<file path="config.mk">
export PLATFORM = sky130hd
export DESIGN_NAME = stream_reg_slice
export DESIGN_NICKNAME = d
export VERILOG_FILES = /design/src/rtl/stream_reg_slice_pkg.sv /design/src/rtl/stream_reg_slice_stage.sv /design/src/rtl/stream_reg_slice.sv
export SDC_FILE = /design/constraint.sdc
export NUM_CORES = 1
export LEC_CHECK = 0
export CORE_MARGIN = 10
export CORE_UTILIZATION = 45
export CTS_CLUSTER_DIAMETER = 80
export DETAILED_ROUTE_END_ITERATION = 12
export PLACE_DENSITY_LB_ADDON = 0.05
export SYNTH_ARGS = -nofsm -noshare
export SYNTH_HDL_FRONTEND = slang
export SYNTH_SLANG_ARGS = --single-unit
</file>
<file path="constraint.sdc">
create_clock -name clk -period 2.7 [get_ports clk]
set_clock_uncertainty 0.2 [all_clocks]
set_input_delay 0.675 -clock clk [delete_from_list [all_inputs] [get_ports clk]]
set_output_delay 0.675 -clock clk [all_outputs]
set_load 0.02 [all_outputs]
</file>
<file path="src/rtl/stream_reg_slice_pkg.sv">
// Shared types and helpers for the stream register slice.
// Stage modes and per-stage capacity.
package stream_reg_slice_pkg;

   typedef enum int unsigned {
      RS_LITE = 0,
      RS_FWD  = 1,
      RS_FULL = 2
   } rs_mode_e;

   function automatic int unsigned rs_capacity(int unsigned mode);
      return (mode == RS_FULL) ? 32'd2 : 32'd1;
   endfunction

endpackage

</file>
<file path="src/rtl/stream_reg_slice_stage.sv">
// One AXI4-Stream register stage: LITE (half rate), FWD (registered forward path)
// or FULL (main + skid register, every output registered).
module stream_reg_slice_stage
   import stream_reg_slice_pkg::*;
#(
   parameter int unsigned DW   = 32,
   parameter int unsigned UW   = 1,
   parameter int unsigned MODE = 2
) (
   input  logic          clk,
   input  logic          rst,
   input  logic [DW-1:0] s_tdata,
   input  logic [UW-1:0] s_tuser,
   input  logic          s_tlast,
   input  logic          s_tvalid,
   output logic          s_tready,
   output logic [DW-1:0] m_tdata,
   output logic [UW-1:0] m_tuser,
   output logic          m_tlast,
   output logic          m_tvalid,
   input  logic          m_tready,
   output logic [1:0]    count
);

   localparam int unsigned PW = DW + UW + 1;

   logic [PW-1:0] s_pay;
   logic [PW-1:0] main_q;
   logic [PW-1:0] skid_q;
   logic          main_valid_q;
   logic          skid_valid_q;
   logic          in_hs;
   logic          out_hs;

   assign s_pay                        = {s_tlast, s_tuser, s_tdata};
   assign {m_tlast, m_tuser, m_tdata}  = main_q;
   assign m_tvalid                     = main_valid_q;
   assign in_hs                        = s_tvalid & s_tready;
   assign out_hs                       = main_valid_q & m_tready;
   assign count                        = {1'b0, main_valid_q} + {1'b0, skid_valid_q};

   if (MODE == RS_FWD) begin : g_ready_fwd
      assign s_tready = !main_valid_q | m_tready;
   end else if (MODE == RS_FULL) begin : g_ready_full
      assign s_tready = !skid_valid_q;
   end else begin : g_ready_lite
      assign s_tready = !main_valid_q;
   end

   always_ff @(posedge clk) begin
      if (rst) begin
         main_valid_q <= 1'b0;
         skid_valid_q <= 1'b0;
         main_q       <= '0;
         skid_q       <= '0;
      end else if (MODE == RS_FULL) begin
         if (skid_valid_q) begin
            // Full: no input accepted; drain skid into main as main leaves.
            if (out_hs) begin
               main_q       <= skid_q;
               skid_valid_q <= 1'b0;
            end
         end else if (main_valid_q) begin
            if (in_hs && m_tready) begin
               main_q <= s_pay;
            end else if (in_hs) begin
               skid_q       <= s_pay;
               skid_valid_q <= 1'b1;
            end else if (out_hs) begin
               main_valid_q <= 1'b0;
            end
         end else if (in_hs) begin
            main_q       <= s_pay;
            main_valid_q <= 1'b1;
         end
      end else begin
         // LITE never sees in_hs and out_hs together since ready = !valid.
         if (in_hs) begin
            main_q       <= s_pay;
            main_valid_q <= 1'b1;
         end else if (out_hs) begin
            main_valid_q <= 1'b0;
         end
      end
   end

endmodule

</file>
<file path="src/rtl/stream_reg_slice.sv">
// Parametrised AXI4-Stream register slice: STAGES cascaded stages of one MODE,
// with total held-beat occupancy.
module stream_reg_slice
   import stream_reg_slice_pkg::*;
#(
   parameter int unsigned DW     = 32,
   parameter int unsigned UW     = 1,
   parameter int unsigned MODE   = 2,
   parameter int unsigned STAGES = 1
) (
   input  logic                             clk,
   input  logic                             rst,
   input  logic [DW-1:0]                    s_axis_tdata,
   input  logic [UW-1:0]                    s_axis_tuser,
   input  logic                             s_axis_tlast,
   input  logic                             s_axis_tvalid,
   output logic                             s_axis_tready,
   output logic [DW-1:0]                    m_axis_tdata,
   output logic [UW-1:0]                    m_axis_tuser,
   output logic                             m_axis_tlast,
   output logic                             m_axis_tvalid,
   input  logic                             m_axis_tready,
   output logic [$clog2(2*STAGES+1)-1:0]    occupancy
);

   localparam int unsigned OW = $clog2(2*STAGES+1);

   if (MODE > 32'd2 || STAGES == 0) begin : g_bad_cfg
      $fatal(1, "stream_reg_slice: illegal MODE or STAGES");
   end

   // Link k is the s side of stage k; link STAGES is the top-level m side.
   logic [DW-1:0] l_data  [STAGES+1];
   logic [UW-1:0] l_user  [STAGES+1];
   logic          l_last  [STAGES+1];
   logic          l_valid [STAGES+1];
   logic          l_ready [STAGES+1];
   logic [1:0]    cnt     [STAGES];

   assign l_data[0]       = s_axis_tdata;
   assign l_user[0]       = s_axis_tuser;
   assign l_last[0]       = s_axis_tlast;
   assign l_valid[0]      = s_axis_tvalid;
   assign s_axis_tready   = l_ready[0];
   assign m_axis_tdata    = l_data[STAGES];
   assign m_axis_tuser    = l_user[STAGES];
   assign m_axis_tlast    = l_last[STAGES];
   assign m_axis_tvalid   = l_valid[STAGES];
   assign l_ready[STAGES] = m_axis_tready;

   for (genvar k = 0; k < STAGES; k++) begin : g_stage
      stream_reg_slice_stage #(
         .DW   (DW),
         .UW   (UW),
         .MODE (MODE)
      ) u_stage (
         .clk      (clk),
         .rst      (rst),
         .s_tdata  (l_data[k]),
         .s_tuser  (l_user[k]),
         .s_tlast  (l_last[k]),
         .s_tvalid (l_valid[k]),
         .s_tready (l_ready[k]),
         .m_tdata  (l_data[k+1]),
         .m_tuser  (l_user[k+1]),
         .m_tlast  (l_last[k+1]),
         .m_tvalid (l_valid[k+1]),
         .m_tready (l_ready[k+1]),
         .count    (cnt[k])
      );
   end

   always_comb begin
      occupancy = '0;
      for (int k = 0; k < STAGES; k++) begin
         occupancy = occupancy + OW'(cnt[k]);
      end
   end

endmodule
</file>
# Word level (Yosys, flattened, before mapping)
# Cells that the tools add are included.
[word_totals]
reg_bits = 70
in_bits = 38
[classes]
n_addsub = 1
bitwise_logic = 4
n_reduce_logical = 5
eq_ne = 2
n_mux = 13
[ops]
columns = ["cell", "count"]
rows = [
  ["$mux 34", 5],
  ["$mux 1", 8],
  ["$reduce_and 4->1", 1],
  ["$ne 3x3->1 const B", 1],
  ["$reduce_and 3->1", 1],
  ["$reduce_bool 3->1", 1],
  ["$add 1x1->2", 1],
  ["$and 1x1->1", 2],
  ["$ne 2x2->1 const B", 1],
  ["$not 1->1", 2],
  ["$logic_and 1x1->1", 1],
  ["$logic_not 1->1", 1],
]

# Depth between registers and ports, before layout
# Gate-level depths: netlist of the first run.
[logic_depth]
ltp_word = 6
ltp_mapped = 6
depth_no_buf = 3

# Worst setup path before layout of the first run
# Ideal clock, no wire load.
[synth_path]
path_type = "reg2out"
startpoint = "register g_stage[0].u_stage.skid_valid_q"
endpoint = "output s_axis_tready"
stages_incl_launch_ff = 4
required_time_ns = 1.825
path_slack_ns = 0.883
arrival_time_ns = 0.942
path_cell_list = "dfxtp_1 > buf_6 > buf_2 > inv_1"
[synth_via]
elab_chain_cells = 1
[synth_rtl]
columns = ["item", "line_no", "text"]
rows = [
  ["start: declaration", "stream_reg_slice_stage.sv:31", "logic skid_valid_q;"],
  ["start signal: assignment", "stream_reg_slice_stage.sv:53", "skid_valid_q <= 1'b0;"],
  ["start signal: assignment", "stream_reg_slice_stage.sv:61", "skid_valid_q <= 1'b0;"],
  ["start signal: assignment", "stream_reg_slice_stage.sv:68", "skid_valid_q <= 1'b1;"],
  ["$logic_not 1->1", "stream_reg_slice_stage.sv:45", "assign s_tready = !skid_valid_q;"],
  ["end: declaration", "stream_reg_slice.sv:17", "output logic s_axis_tready,"],
]
# Every way passes these cells.

# Final worst setup path of the first run
[layout_path]
startpoint = "register g_stage[0].u_stage.main_valid_q"
endpoint = "output occupancy[0]"
[layout_via]
elab_chain_cells = 1
[layout_rtl]
columns = ["item", "line_no", "text"]
rows = [
  ["start: declaration", "stream_reg_slice_stage.sv:30", "logic main_valid_q;"],
  ["start signal: assignment", "stream_reg_slice_stage.sv:52", "main_valid_q <= 1'b0;"],
  ["start signal: assignment", "stream_reg_slice_stage.sv:70", "main_valid_q <= 1'b0;"],
  ["start signal: assignment", "stream_reg_slice_stage.sv:74", "main_valid_q <= 1'b1;"],
  ["$add 1x1->2", "stream_reg_slice_stage.sv:40", "assign count = {1'b0, main_valid_q} + {1'b0, skid_valid_q};"],
  ["end: declaration", "stream_reg_slice.sv:23", "output logic [$clog2(2*STAGES+1)-1:0] occupancy"],
]
# Every way passes these cells.

==> results of run 1 <==
## power by group
group | internal, mW | leakage [nW] | total, mW | switching (mW)
Combinational | 0.237 | 0.657 | 0.499 | 0.261
Clock | 0.429 | 0.0996 | 0.833 | 0.404
Sequential | 1.10 | 0.574 | 1.13 | 0.0373
Total | 1.76 | 1.33 | 2.47 | 0.702
## synth_stat cells (all sizes together)
cell type	number
nand2b	1
buf	20
mux2i	34
a21oi	70
clkbuf	11
nand2	69
nand4bb	1
and2	1
inv	2
dfxtp	70
o21ai	1
a211oi	35
ha	1
mux2	1
nor4bb	1
## cell families after synthesis
group	share of synthesized area, %
compound gates	25.3
fa+ha+maj	0.412
buf+inv	6.75
flops	46.1
mux	11.7
simple gates	9.72
## per-layer routing
metal	up-vias	share of wire (%)	global-route usage, %
li1	1241	-	-
met1	1156	44	17.2
met2	53	48	25.2
met3	11	6.4	4.86
met4	0	1.5	5.86
met5	-	0	0
## stage by stage
stage | hold slack, ps | util (%) | setup slack [ps] | instance area (um^2)
after detailed placement | 247 | 58.8 | 152 | 3800
after floorplan | 236 | - | 883 | 3040
after global placement | 241 | 58.8 | 173 | 3800
after global routing | 273 | 61.8 | 90.7 | 3990
after CTS | 257 | 61.8 | 155 | 3990
final | 255 | 61.8 | 173 | 3990
## area by class of cell
type | count | area, um^2 | area share (%)
Clock buffer | 9 | 124 | 3.10
Sequential cell | 70 | 1400 | 35.1
Clock inverter | 7 | 73.8 | 1.85
Multi-Input combinational cell | 215 | 1450 | 36.3
Timing Repair Buffer | 84 | 838 | 21.0
Inverter | 2 | 7.51 | 0.188
Tap cell | 77 | 96.3 | 2.41
## registers in the layout, indices dropped and copies added, names as in the netlist
| name | flops |
|---|---|
| g_stage.u_stage.main_q | 34 |
| g_stage.u_stage.skid_q | 34 |
| g_stage.u_stage.skid_valid_q | 1 |
| g_stage.u_stage.m_tvalid | 1 |
## worst max path at each step
stage,slack (ps),cells after the start,end
2_1_floorplan,880,3,s_axis_tready
3_3_place_gp,170,4,g_stage[0].u_stage.main_q[33]
3_5_place_dp,150,4,g_stage[0].u_stage.main_q[1]
4_1_cts,160,2,occupancy[0]
5_1_grt,90,2,occupancy[0]
6_report,170,2,occupancy[0]
## cell usage in the layout (no fill, tap or decap), drive strengths merged, types with 3 or more instances in the layout
cell and n:
mux2i 34, clkdlybuf4s50 74, inv 3, nand2 69
a211oi 35, buf 10, clkinv 4, a21oi 70
clkbuf 9, dfxtp 70
## worst reg2reg max path, stage by stage, from the launching register on
cell,delay [ps]
dfxtp_2,350
buf_4,460
mux2_4,340
and2_4,530
a211oi_2,150
==> impl_metrics.py, run 1 <==
metrics = {
    "critical_path": {
        "cp_top_family": "buffers and inverters",
        "cp-end-kind": "output pin",
        "slowest_delay_ps": 540,
        "criticalPathCategory": "reg -> out",
        "start_kind": "flip-flop",
        "worstReg2RegEnd": "g_stage[0].u_stage.main_q[21]",
        "crit_chain": "ha_1 > clkdlybuf4s50_1",
        "cp_num_buf_inv": 1,
        "crit_slowest_cell": "clkdlybuf4s50_1",
        "r2r_slack_ps": 520,
        "crit_start": "g_stage[0].u_stage.m_tvalid",
        "arrival_ps": 1650,
        "r2r_cells": 4,
        "required_ps": 1820,
        "cp_max_fo": 9,
        "r2r_start": "g_stage[0].u_stage.skid_valid_q",
    },
    "logic_synthesis": {
        "yosys_warnings": 0,
        "syn_area_per_cell_um2": 9.55,
        "synth_top_area_share_pct": 46.1,
        "syn-instance-count": 318,
        "ys_seq_elements": 70,
        "syn_area_mm2": 0.00304,
        "syn-num-nets": 357,
        "seq_area_frac_synth_pct": 46.1,
        "synth.area.top_cells": "dfxtp_1 (46%), a211oi_2 (12%), a21oi_1 (12%), mux2i_1 (11%), nand2_1 (8.5%)",
        "yosys.area.top_type": "dfxtp_1",
        "ys_types": 19,
    },
    "pwr": {
        "p_leak_nw": 1.33,
        "p_per_area_mw_per_mm2": 617,
        "irDropWorstVdd_v": 0.000346,
        "power.total_mw": 2.47,
    },
    "floorplan": {
        "die_area_mm2": 0.0104,
        "num_rows": 29,
        "die_w_um": 102,
        "boundaryPins": 76,
        "die_y_um": 102,
        "start_util_pct": 47.0,
        "coreArea_mm2": 0.00646,
    },
    "timing": {
        "setup-violations-final": 0,
        "maxSlewViolCount": 0,
        "finalHoldViolations": 0,
        "tightest_slew_ps": 558,
        "tns_ps": 0,
        "max_freq_ghz": 0.396,
        "fin_crit_ps": 2530,
        "period_share_pct": 93.6,
        "rsz0062_at_grt": "false",
        "maxSlewHeadroom_pct": 62.8,
    },
    "worst_hold_path": {
        "hold_path_end": "g_stage[0].u_stage.skid_q[27]",
        "min_from": "g_stage[0].u_stage.skid_q[27]",
        "hp-class": "reg -> reg",
        "holdPathStages": 2,
    },
    "route": {
        "wl_per_cell_um": 16.3,
        "drt-total-wl_um": 7560,
        "via_count": 2461,
        "via_per_inst": 5.30,
        "drc": 0,
        "drtAntennaViolNets": 0,
        "initialDrtViolationCount": 115,
        "drtPass1Iterations": 4,
    },
    "clock_tree": {
        "postCtsSetupRepairBufs": 0,
        "postCtsHoldBufs": 0,
        "clk_latency_ps": 330,
        "htreeDepth": 3,
        "cts_tree": "yes",
        "clk_path_buf_depth": 2,
        "cts_inserted_buffers": 9,
        "cts-resized-gates": 0,
        "cts.sinks": 70,
        "clk_transition_reported_paths_ps": 80,
        "cts-root-buf": "clkbuf_8",
    },
    "place": {
        "dp.cells": 448,
        "place_congestion": 0.728,
        "port_buffers": 75,
        "place_hpwl_um": 4820,
    },
    "outcome": {
        "outcome": "completed",
    },
    "global_routing": {
        "antenna_found_initial": 0,
        "grt_overflow": 0,
        "grt_max_degree": 71,
        "grt_pass1_vias": 2598,
        "track_usage_pct": 15.0,
        "grt_pass1_wl_um": 12500,
    },
    "cells_and_area": {
        "fill_cells": 570,
        "syn_to_final_growth_pct": 31.5,
        "drive_gt1_share_pct": 15.8,
        "final_cells": 464,
        "nets": 421,
        "diodes": 0,
    },
    "flow_run": {
        "maxCapViolCount": 0,
    },
}
Note: power is estimated with default switching activity, not from simulation.
==> run 2, diff against run 1 <==
ABC_CLOCK_PERIOD_IN_PS = 2700   (was unset)
==> results of run 2 <==
Final layout, timing and power as in run 1 (identical DEF).
